--- src/rtl/temp_entry_sequencer_pkg.sv ---
// Shared encodings for the temperature entry sequencer.
package temp_entry_sequencer_pkg;

  typedef enum logic [2:0] {
    ENTER_ONES = 3'd0,
    ENTER_TENS = 3'd1,
    ENTER_HUNS = 3'd2,
    COMMIT     = 3'd3,
    SHOW       = 3'd4
  } seq_state_t;

  localparam logic [1:0] ENTRY_DONE = 2'd3;
  localparam logic [3:0] BCD_MAX    = 4'd9;

  // Digit position shown to the datapath for a given state.
  function automatic logic [1:0] entry_index(input seq_state_t s);
    case (s)
      ENTER_ONES: return 2'd0;
      ENTER_TENS: return 2'd1;
      ENTER_HUNS: return 2'd2;
      default:    return ENTRY_DONE;
    endcase
  endfunction

endpackage

--- src/rtl/temp_entry_sequencer_key_debounce.sv ---
// Entry key debouncer: 2-flop synchronizer, stability counter, accepted
// level and a one-cycle pulse on an accepted press (1->0) edge.
module temp_entry_sequencer_key_debounce #(
  parameter int DEBOUNCE_CYCLES = 500000,
  parameter int DBC_W           = 19
) (
  input  logic clk,
  input  logic rst_n,
  input  logic key_n,
  output logic press
);

  localparam logic [DBC_W-1:0] CNT_LAST = DBC_W'(DEBOUNCE_CYCLES - 1);

  logic             sync_1;
  logic             sync_2;
  logic             level;
  logic             level_d;
  logic [DBC_W-1:0] cnt;

  // Bring the raw key into the clk domain; idle level is high.
  always_ff @(posedge clk or negedge rst_n) begin
    if (!rst_n) begin
      sync_1 <= 1'b1;
      sync_2 <= 1'b1;
    end else begin
      sync_1 <= key_n;
      sync_2 <= sync_1;
    end
  end

  // Count how long the synchronized key has disagreed with the accepted
  // level; adopt it once it has held for DEBOUNCE_CYCLES samples.
  always_ff @(posedge clk or negedge rst_n) begin
    if (!rst_n) begin
      cnt   <= '0;
      level <= 1'b1;
    end else if (sync_2 == level) begin
      cnt <= '0;
    end else if (cnt == CNT_LAST) begin
      cnt   <= '0;
      level <= sync_2;
    end else begin
      cnt <= cnt + 1'b1;
    end
  end

  // Registered falling-edge detect on the accepted level; releases are silent.
  always_ff @(posedge clk or negedge rst_n) begin
    if (!rst_n) begin
      level_d <= 1'b1;
      press   <= 1'b0;
    end else begin
      level_d <= level;
      press   <= level_d & ~level;
    end
  end

endmodule

--- src/rtl/temp_entry_sequencer.sv ---
// Temperature entry sequencer: BCD digit entry, reading handoff to the
// subtractor path, and the display rotation shown between entries.
//
//   state      | meaning
//   -----------+--------------------------------------------------
//   ENTER_ONES | waiting for the ones digit
//   ENTER_TENS | waiting for the tens digit
//   ENTER_HUNS | waiting for the hundreds digit and sign
//   COMMIT     | rd_valid high until rd_ready completes the handoff
//   SHOW       | rotating display phases until the next press
module temp_entry_sequencer
  import temp_entry_sequencer_pkg::*;
#(
  parameter int DEBOUNCE_CYCLES = 500000,
  parameter int DBC_W           = 19
) (
  input  logic        clk,
  input  logic        rst_n,
  input  logic        key_n,
  input  logic [3:0]  bcd_num,
  input  logic        sign_on,
  input  logic        disp_tick,
  input  logic        rd_ready,
  output logic        rd_valid,
  output logic [1:0]  entry_idx,
  output logic [11:0] ent_bcd,
  output logic [11:0] cur_bcd,
  output logic        cur_neg,
  output logic [11:0] prev_bcd,
  output logic        prev_neg,
  output logic        first_reading,
  output logic        digit_err,
  output logic [1:0]  disp_phase
);

  logic       press;
  seq_state_t state, state_nx;
  logic       sign_stg, sign_stg_nx;
  logic [11:0] ent_nx, cur_nx, prev_nx;
  logic       cur_neg_nx, prev_neg_nx, first_nx, err_nx;
  logic [1:0] phase_nx;
  logic       digit_bad;

  temp_entry_sequencer_key_debounce #(
    .DEBOUNCE_CYCLES(DEBOUNCE_CYCLES),
    .DBC_W          (DBC_W)
  ) u_key_debounce (
    .clk  (clk),
    .rst_n(rst_n),
    .key_n(key_n),
    .press(press)
  );

  assign digit_bad = (bcd_num > BCD_MAX);

  // Next-state and next-data decode; every register holds by default.
  always_comb begin
    state_nx    = state;
    ent_nx      = ent_bcd;
    sign_stg_nx = sign_stg;
    cur_nx      = cur_bcd;
    cur_neg_nx  = cur_neg;
    prev_nx     = prev_bcd;
    prev_neg_nx = prev_neg;
    first_nx    = first_reading;
    err_nx      = 1'b0;
    phase_nx    = disp_phase;
    case (state)
      ENTER_ONES: begin
        if (press) begin
          if (digit_bad) begin
            err_nx = 1'b1;
          end else begin
            ent_nx[3:0] = bcd_num;
            state_nx    = ENTER_TENS;
          end
        end
      end
      ENTER_TENS: begin
        if (press) begin
          if (digit_bad) begin
            err_nx = 1'b1;
          end else begin
            ent_nx[7:4] = bcd_num;
            state_nx    = ENTER_HUNS;
          end
        end
      end
      ENTER_HUNS: begin
        if (press) begin
          if (digit_bad) begin
            err_nx = 1'b1;
          end else begin
            ent_nx[11:8] = bcd_num;
            sign_stg_nx  = sign_on;
            state_nx     = COMMIT;
          end
        end
      end
      COMMIT: begin
        // rd_valid is high throughout COMMIT, so rd_ready alone completes it.
        if (rd_ready) begin
          prev_nx     = cur_bcd;
          prev_neg_nx = cur_neg;
          cur_nx      = ent_bcd;
          cur_neg_nx  = sign_stg;
          first_nx    = 1'b0;
          state_nx    = SHOW;
        end
      end
      SHOW: begin
        if (press) begin
          ent_nx   = '0;
          phase_nx = 2'd0;
          state_nx = ENTER_ONES;
        end else if (disp_tick) begin
          phase_nx = disp_phase + 2'd1;
        end
      end
      default: state_nx = ENTER_ONES;
    endcase
  end

  // State and data registers; rd_valid and entry_idx are registered from
  // the next state so they line up with the state they describe.
  always_ff @(posedge clk or negedge rst_n) begin
    if (!rst_n) begin
      state         <= ENTER_ONES;
      ent_bcd       <= '0;
      sign_stg      <= 1'b0;
      cur_bcd       <= '0;
      cur_neg       <= 1'b0;
      prev_bcd      <= '0;
      prev_neg      <= 1'b0;
      first_reading <= 1'b1;
      digit_err     <= 1'b0;
      disp_phase    <= 2'd0;
      rd_valid      <= 1'b0;
      entry_idx     <= 2'd0;
    end else begin
      state         <= state_nx;
      ent_bcd       <= ent_nx;
      sign_stg      <= sign_stg_nx;
      cur_bcd       <= cur_nx;
      cur_neg       <= cur_neg_nx;
      prev_bcd      <= prev_nx;
      prev_neg      <= prev_neg_nx;
      first_reading <= first_nx;
      digit_err     <= err_nx;
      disp_phase    <= phase_nx;
      rd_valid      <= (state_nx == COMMIT);
      entry_idx     <= entry_index(state_nx);
    end
  end

endmodule

--- config.mk ---
export PLATFORM = sky130hd
export DESIGN_NAME = temp_entry_sequencer
export DESIGN_NICKNAME = d
export VERILOG_FILES = /design/src/rtl/temp_entry_sequencer_pkg.sv /design/src/rtl/temp_entry_sequencer_key_debounce.sv /design/src/rtl/temp_entry_sequencer.sv
export SDC_FILE = /design/constraint.sdc
export NUM_CORES = 1
export LEC_CHECK = 0
export CAP_MARGIN = 10
export CORE_MARGIN = 8
export CORE_UTILIZATION = 40
export DETAILED_ROUTE_END_ITERATION = 10
export GPL_ROUTABILITY_DRIVEN = 0
export HOLD_SLACK_MARGIN = 0.02
export PLACE_DENSITY = 0.75
export SLEW_MARGIN = 30
export SYNTH_ARGS = -nofsm -noshare
export SYNTH_HDL_FRONTEND = slang
export SYNTH_SLANG_ARGS = --single-unit
--- constraint.sdc ---
create_clock -name clk -period 5.2 [get_ports clk]
set_input_delay 1.3 -clock clk [delete_from_list [all_inputs] [get_ports clk]]
set_output_delay 1.3 -clock clk [all_outputs]
set_load 0.05 [all_outputs]
==> impl_metrics.csv, run 1 <==
group,metric,value,unit
sta,finalCriticalPeriod,2.97,ns
critical_path,crit_buf_inv,1,
hold_path,hp-class,"flop to flop",
synth,synth_area,3030,µm²
critical_path,slowest_delay,0.80,ns
run_status,status,"finished clean",
global_routing,grt_antenna_before_repair,0,
clock_tree,cts.sinks,73,
sta,finalSetupViolCount,0,
power_and_ir_drop,leakage,0.00169,µW
critical_path,path_class,"flop to output port",
route,post_drt_wl_per_cell,15.2,µm
die,pin_count,55,
clock_tree,ctsHtreeMaxLevel,3,
final_layout,fin_nets,323,
global_routing,grt_max_degree,43,
place,hpwl,4540,µm
global_routing,busiest_layer,"met2",
route,ant_nets,0,
die,core_area,7290,µm²
clock_tree,cts_setup_buffers,0,
clock_tree,clkLatencyLatePin,0.34,ns
synth,netlist_instances,254,
clock_tree,cts.clk_slew.worst_paths,0.08,ns
synth,synthFlopType,"dfrtp_1",
synth,yosysUniqueCellTypes,44,
sta,fmax,0.337,GHz
final_layout,diodes,0,
sta,drv_slew,0,
route,vias,2135,
route,drc_errors,0,
power_and_ir_drop,powerDensity,284,nW/µm²
route,drtPass1Iterations,4,
critical_path,cp-end-kind,"output port",
synth,yosysSeqAreaShare,0.604,
power_and_ir_drop,ir_drop,0.138,mV
global_routing,grt_pass1_wl,10600,µm
synth,synth_area_per_cell,11.9,µm²
critical_path,cp_max_fo,2,
critical_path,rr_endpoint,"prev_bcd[6]",
die,start_util,0.416,
global_routing,grtUsageMet2,0.200,
synth,ys_ff_latch,73,
critical_path,reg2reg_depth,3,
critical_path,start_kind,"flop",
die,dieWidth,103,µm
hold_path,min_to,"u_key_debounce.sync_2",
clock_tree,clockBufferDepth,2,
synth,ys_warn_count,0,
sta,rsz0062_at_grt,"false",
synth,syn_nets,265,
global_routing,grt_use_met3,0.0311,
clock_tree,cts_resized,0,
critical_path,crit_family,"buffers and inverters",
final_layout,drive_gt1_frac,0.202,
place,port_buffers,54,
critical_path,cp.arrival,1.67,ns
global_routing,grt_usage,0.128,
synth,synth_edf_count,0,
sta,worstMarginPinSlew,0.708,ns
route,via_per_inst,5.13,
critical_path,cp_cell_sequence,"clkdlybuf4s50_1",
critical_path,r2r-start,"state[2]",
hold_path,min_path_cells,0,
route,drt-initial-drc-count,111,
critical_path,worst_ep_required_time,3.90,ns
sta,hold_violations,0,
die,fp-row-count,31,
final_layout,area_delta_synth_final,28.5,%
global_routing,met1_usage,0.157,
critical_path,reg2reg_slack,3.24,ns
sta,slew_headroom,0.528,
global_routing,grt_pass1_vias,2144,
job,max-cap-violations,0,
sta,skew,0.00872,ns
route,routed_wl,6340,µm
clock_tree,cts-buffers-inserted,9,
synth,async_reset_ff_frac,1.00,
critical_path,critPathSlowestCell,"clkdlybuf4s50_1",
final_layout,n_fill_cell,651,
sta,finalCritPeriodShare,0.570,
global_routing,overflow,0,
clock_tree,hold_buffers,0,
final_layout,regArea,1830,µm²
sta,fin_setup_tns,0,ns
power_and_ir_drop,power,1110,µW
die,dieHeight,103,µm
clock_tree,clockRootBuffer,"clkbuf_8",
die,dieArea,10600,µm²
hold_path,holdCritStartpoint,"u_key_debounce.sync_1",
final_layout,multi_input_area,1130,µm²
clock_tree,tritoncts,"yes",
cells by family (layout without fill, tap and decap cells):
logic type | count (synthesis) | count (layout) | share of synthesized area
AOI/OAI and AO/OA | 33 | 33 | 0.0652
xor gates and xnor gates | 14 | 14 | 0.0404
adders and majority gates | 1 | 1 | 0.00412
buffers and inverters | 19 | 82 | 0.0239
DFF | 73 | 73 | 0.604
muxes | 28 | 28 | 0.104
and+or+nand+nor | 86 | 86 | 0.158
routing by layer:
metal  share of wire  wire length (µm)
met1            0.45              2840
met2            0.47              2960
met3           0.064               404
met4           0.023               144
met5               0                 0
per-stage QoR:
stage | std cells | hold slack (ns) | cell area, µm² | utilization | setup slack, ns
finish | 416 | 0.359 | 3900 | 0.534 | 2.23
global route | 416 | 0.367 | 3900 | 0.534 | 2.16
CTS | 416 | 0.360 | 3890 | 0.534 | 2.20
detailed placement | 400 | 0.348 | 3680 | 0.504 | 1.97
global placement | 400 | 0.348 | 3670 | 0.504 | 2.02
floorplan | 254 | 0.345 | 3030 | - | 2.56
cell usage after synthesis (3+ instances only):
cell type   n  area [µm²]
o31ai_1     5        37.5
nor2_1     19        71.3
a21oi_1     7        35.0
xnor2_1    10        87.6
and2_1      3        18.8
nor4_1      5        31.3
nand4_1     7        43.8
or2_2       3        18.8
dfrtp_1    68        1700
nand2_1    14        52.6
dfstp_2     5         131
o21ai_0    13        65.1
mux2_2     28         315
inv_1      10        37.5
nand3_1    12        60.1
clkbuf_1    7        26.3
xor2_1      4        35.0
nor3_1      4        20.0
state kept, by name (all words and copies together) (netlist names), 2 cells and up:
name	flops
cur_bcd	12
disp_phase	2
ent_bcd	12
entry_idx	2
prev_bcd	12
state	3
u_key_debounce.cnt	19
how the worst max path moves through the flow:
| stage | startpoint | endpoint | cells past startpoint |
|---|---|---|---|
| finish | first_reading | first_reading | 1 |
| global route | bcd_num[2] | ent_bcd[4] | 5 |
| CTS | first_reading | first_reading | 1 |
| detailed placement | rd_ready | prev_bcd[6] | 4 |
| global placement | rd_ready | prev_bcd[5] | 4 |
| floorplan | bcd_num[2] | ent_bcd[4] | 5 |
layout make-up:
type | count | share of cell area
clock buffers | 10 | 0.0327
clock inverters | 6 | 0.0234
inverters | 10 | 0.00963
multi-input cells | 162 | 0.290
flip-flops and latches | 73 | 0.470
well taps | 99 | 0.0318
repair buffers | 56 | 0.142
placed cells by master, fill, tap and decap left out, drive strengths merged, types with 2 or more instances in the layout:
cell type      instances
and2                   3
nor3b                  2
o31ai                  5
nand3b                 2
nand4                  7
nand2                 14
xor2                   4
inv                   11
or2                    3
nor4                   5
nand3                 14
mux2                  28
bufinv                 2
or4                    2
or3                    3
nor3                   4
clkbuf                10
clkinvlp               3
a21oi                  7
nor2                  19
buf                    3
dfrtp                 68
xnor2                 10
dfstp                  5
o21ai                 15
clkdlybuf4s50         53
where the power goes:
part           switching [µW]  internal [µW]
clock network             217            272
logic                    28.1           13.4
registers                4.69            573
Note: power is estimated with default switching activity, not from simulation.
==> inputs of run 2 (changes only) <==
--- a/config.mk
+++ b/config.mk
@@ -11,7 +11,7 @@
 export DETAILED_ROUTE_END_ITERATION = 10
 export GPL_ROUTABILITY_DRIVEN = 0
 export HOLD_SLACK_MARGIN = 0.02
-export PLACE_DENSITY = 0.75
+export PLACE_DENSITY = 0.77
 export SLEW_MARGIN = 30
 export SYNTH_ARGS = -nofsm -noshare
 export SYNTH_HDL_FRONTEND = slang
==> constraint.sdc (replaced) <==
create_clock -name clk -period 2.4 [get_ports clk]
set_input_delay 0.6 -clock clk [delete_from_list [all_inputs] [get_ports clk]]
set_output_delay 0.6 -clock clk [all_outputs]
set_load 0.05 [all_outputs]
==> impl_metrics.csv, run 2 (synthesis results as in run 1) <==
group,metric,value,unit
route,via_per_inst,5.10,
place,port_buffers,54,
clock_tree,ctsHtreeMaxLevel,3,
global_routing,grt_pass1_wl,10500,µm
route,met2_wirelength,2940,µm
clock_tree,clkLatencyLatePin,0.34,ns
critical_path,cp_cell_sequence,"clkdlybuf4s50_1",
final_layout,drive_gt1_frac,0.212,
clock_tree,cts.clk_slew.worst_paths,0.09,ns
sta,fmax,0.439,GHz
sta,fin_setup_tns,0,ns
critical_path,cp.arrival,1.68,ns
global_routing,overflow,0,
power_and_ir_drop,leakage,0.00169,µW
clock_tree,clockBufferDepth,2,
final_layout,diodes,0,
critical_path,path_class,"flop to output port",
place,hpwl,4580,µm
sta,finalCritPeriodShare,0.948,
route,routed_wl,6260,µm
die,core_area,7290,µm²
critical_path,cp_max_fo,2,
clock_tree,cts_setup_buffers,0,
power_and_ir_drop,powerDensity,575,nW/µm²
die,dieWidth,103,µm
sta,setup_slack,0.124,ns
critical_path,cp-end-kind,"output port",
clock_tree,cts-buffers-inserted,9,
route,vias,2140,
final_layout,top_register,"u_key_debounce.cnt",
job,max-cap-violations,0,
sta,drv_slew,0,
critical_path,worst_ep_required_time,1.80,ns
sta,whs,0.249,ns
place,dpl.cell_count,404,
final_layout,layout_commonest_cell,"dfrtp_1",
die,fp-row-count,31,
route,ant_nets,0,
clock_tree,cts.sinks,73,
die,start_util,0.416,
route,routed.top_layer,"met4",
run_status,status,"finished clean",
sta,hold_violations,0,
sta,slew_headroom,0.598,
die,pin_count,55,
global_routing,grt_usage,0.129,
route,drt-initial-drc-count,119,
sta,rsz0062_at_grt,"false",
route,drc_errors,0,
final_layout,n_fill_cell,639,
global_routing,grt_pass1_vias,2189,
final_layout,final_cell_mix,"dfrtp_1 (68), clkdlybuf4s50_1 (53), mux2_2 (28)",
power_and_ir_drop,ir_drop,0.438,mV
final_layout,largest_register_ffs,19,
critical_path,critPathSlowestCell,"clkdlybuf4s50_1",
place,dpl_worst_slack,0.111,ns
route,met1_length,2710,µm
global_routing,grt_antenna_before_repair,0,
global_routing,grt_max_degree,74,
critical_path,slowest_delay,0.80,ns
sta,finalSetupViolCount,0,
hold_path,hp-class,"input pin to asynchronous set/reset pin",
critical_path,start_kind,"flop",
final_layout,area_delta_synth_final,28.6,%
final_layout,fin_nets,327,
clock_tree,hold_buffers,0,
critical_path,crit_family,"buffers and inverters",
route,post_drt_wl_per_cell,14.9,µm
die,dieHeight,103,µm
die,dieArea,10600,µm²
sta,finalCriticalPeriod,2.28,ns
clock_tree,clockRootBuffer,"clkbuf_8",
critical_path,crit_buf_inv,1,
sta,worstMarginPinSlew,0.598,ns
clock_tree,cts_resized,0,
clock_tree,tritoncts,"yes",
sta,skew,0.0110,ns
route,drtPass1Iterations,4,
route,met3WireLength,553,µm
final_layout,final_cells,420,
[run 2: final timing paths]
kind                            slack, ns  cells after the start                endpoint                   from
max in group asynchronous            1.78                      2   u_key_debounce.sync_1                  rst_n
worst min-delay path                 0.25                      2             prev_bcd[0]                  rst_n
worst max-delay path                 0.12                      1           first_reading          first_reading
min in group clk                     0.36                      0   u_key_debounce.sync_2  u_key_debounce.sync_1
worst max register to register       0.50                      4  u_key_debounce.cnt[17]  u_key_debounce.cnt[2]
worst min register to register       0.36                      0   u_key_debounce.sync_2  u_key_debounce.sync_1
[run 2: final cells by class]
type / instances / area (µm²) / area share
sequential: 73 / 1830 / 0.470
tap: 99 / 124 / 0.0318
multi-input combinational: 162 / 1130 / 0.289
clock inverter: 7 / 62.6 / 0.0160
clock buffer: 9 / 124 / 0.0318
inverter: 10 / 37.5 / 0.00962
timing repair buffer: 60 / 593 / 0.152
[run 2: per-stage QoR]
| stage | total power [µW] | util | area [µm²] |
|---|---|---|---|
| finish | 2240 | 0.535 | 3900 |
| global route | 2330 | 0.535 | 3900 |
| CTS | 2280 | 0.535 | 3900 |
| detailed placement | 1370 | 0.509 | 3710 |
| global placement | 1370 | 0.509 | 3710 |
| floorplan | 1310 | - | 3030 |
[run 2: where the power goes]
group / total [µW] / internal [µW] / switching (µW)
Combinational: 95.6 / 33.1 / 62.5
Sequential: 1250 / 1240 / 9.98
Clock: 896 / 394 / 502
Total: 2240 / 1670 / 574
[run 2: routing by layer]
metal | vias up | track usage
li1 | 1019 | -
met1 | 1051 | 0.148
met2 | 66 | 0.209
met3 | 4 | 0.0506
met4 | 0 | 0.0523
met5 | - | 0
==> inputs of run 3 (changes only) <==
--- a/config.mk
+++ b/config.mk
@@ -6,7 +6,7 @@
 export NUM_CORES = 1
 export LEC_CHECK = 0
 export CAP_MARGIN = 10
-export CORE_MARGIN = 8
+export CORE_MARGIN = 3
 export CORE_UTILIZATION = 40
 export DETAILED_ROUTE_END_ITERATION = 10
 export GPL_ROUTABILITY_DRIVEN = 0
==> impl_metrics.csv, run 3 (synthesis results as in run 1) <==
group,metric,value,unit
power_and_ir_drop,leakage,0.00170,µW
sta,finalCriticalPeriod,2.28,ns
critical_path,reg2reg_slack,0.49,ns
sta,rsz0062_at_grt,"false",
final_layout,fin_nets,327,
die,start_util,0.416,
final_layout,n_fill_cell,654,
die,core_area,7290,µm²
sta,drv_slew,0,
critical_path,crit_family,"buffers and inverters",
global_routing,grt_usage,0.148,
die,pin_count,55,
route,post_drt_wl_per_cell,14.2,µm
clock_tree,cts.clk_slew.worst_paths,0.09,ns
critical_path,path_class,"flop to output port",
critical_path,crit_buf_inv,1,
sta,slew_headroom,0.599,
die,fp-row-count,31,
final_layout,final_cell_mix,"dfrtp_1 (68), clkdlybuf4s50_1 (53), mux2_2 (28)",
run_status,status,"finished clean",
sta,setup_slack,0.116,ns
critical_path,slowest_delay,0.79,ns
power_and_ir_drop,swShare,0.253,
power_and_ir_drop,clkPwrFrac,0.397,
final_layout,diodes,0,
critical_path,cp_cell_sequence,"clkdlybuf4s50_1",
place,hpwl,4290,µm
place,port_buffers,54,
clock_tree,clockBufferDepth,2,
critical_path,critPathSlowestCell,"clkdlybuf4s50_1",
die,dieArea,8660,µm²
hold_path,hp-class,"input pin to asynchronous set/reset pin",
global_routing,grt_pass1_wl,9960,µm
clock_tree,cts-buffers-inserted,9,
power_and_ir_drop,power_frac_comb,0.043,
final_layout,layout_commonest_cell,"dfrtp_1",
global_routing,grt_max_degree,74,
critical_path,worst_ep_required_time,1.80,ns
job,max-cap-violations,0,
global_routing,overflow,0,
final_layout,top_register,"u_key_debounce.cnt",
critical_path,cp_max_fo,2,
power_and_ir_drop,powerDensity,573,nW/µm²
route,ant_nets,0,
critical_path,cp.arrival,1.68,ns
sta,fin_setup_tns,0,ns
power_and_ir_drop,p_sw,565,µW
clock_tree,cts_resized,0,
route,drc_errors,0,
clock_tree,ctsHtreeMaxLevel,3,
clock_tree,tritoncts,"yes",
final_layout,drive_gt1_frac,0.212,
clock_tree,hold_buffers,0,
sta,finalCritPeriodShare,0.951,
global_routing,grt_antenna_before_repair,0,
die,dieHeight,93.1,µm
critical_path,startpoint,"first_reading",
power_and_ir_drop,p_seq_frac,0.560,
route,drtPass1Iterations,4,
sta,hold_violations,0,
route,drt-initial-drc-count,109,
critical_path,r2r-start,"u_key_debounce.cnt[2]",
critical_path,cp-end-kind,"output port",
route,via_per_inst,5.15,
sta,worstMarginPinSlew,0.596,ns
critical_path,start_kind,"flop",
place,dpl_worst_slack,0.0941,ns
sta,whs,0.258,ns
clock_tree,clockRootBuffer,"clkbuf_8",
sta,skew,0.0137,ns
route,vias,2161,
sta,finalSetupViolCount,0,
sta,fmax,0.438,GHz
final_layout,area_delta_synth_final,28.6,%
power_and_ir_drop,internal-power,1670,µW
clock_tree,cts_setup_buffers,0,
die,dieWidth,93.1,µm
power_and_ir_drop,ir_drop,0.393,mV
global_routing,grt_pass1_vias,2161,
route,routed_wl,5960,µm
final_layout,largest_register_ffs,19,
clock_tree,clkLatencyLatePin,0.35,ns
clock_tree,cts.sinks,73,
==> run 3: changes by cell type in the layout (fill, tap and decap cells not counted) <==
cell        change
inv_8           -1
inv_6           +2
clkinvlp_4      -1
==> run 3: area by class of cell <==
class                           count  area, µm²  share of cell area
Sequential cell                    73       1830               0.470
Multi-Input combinational cell    162       1130               0.289
Timing Repair Buffer               60        593               0.152
Clock buffer                        9        124              0.0318
Tap cell                           99        124              0.0318
Clock inverter                      7       61.3              0.0157
Inverter                           10       37.5             0.00962
==> run 3: path summary, 6_finish.rpt <==
kind | end | cells after the start
hold / removal | prev_bcd[7] | 2
setup reg to reg | u_key_debounce.cnt[17] | 4
setup / recovery | first_reading | 1
max in group asynchronous | u_key_debounce.sync_1 | 2
min in group clk | u_key_debounce.sync_2 | 0
hold reg to reg | u_key_debounce.sync_2 | 0
==> run 3: power groups by stage <==
| stage | combinational [µW] | clock [µW] | sequential (µW) |
|---|---|---|---|
| after floorplan | 20.5 | 0 | 1290 |
| after global placement | 94.8 | 0 | 1270 |
| after detailed placement | 96.9 | 0 | 1270 |
| after CTS | 97.6 | 922 | 1250 |
| after global routing | 107 | 974 | 1250 |
| final | 95.1 | 888 | 1250 |
==> run 3: layer usage <==
metal | part of all wire | vias to the layer above | GRT usage
met3 | 0.052 | 8 | 0.0451
met2 | 0.50 | 60 | 0.240
met5 | 0 | - | 0
li1 | - | 1033 | -
met4 | 0.017 | 0 | 0.0635
met1 | 0.43 | 1060 | 0.184
==> run 3: metrics by stage <==
stage	instances	power [µW]	instance area, µm²	utilization
floorplan	254	1310	3030	-
global placement	404	1370	3710	0.509
detailed placement	404	1370	3710	0.509
CTS	420	2270	3900	0.535
global route	420	2330	3900	0.535
finish	420	2230	3900	0.535
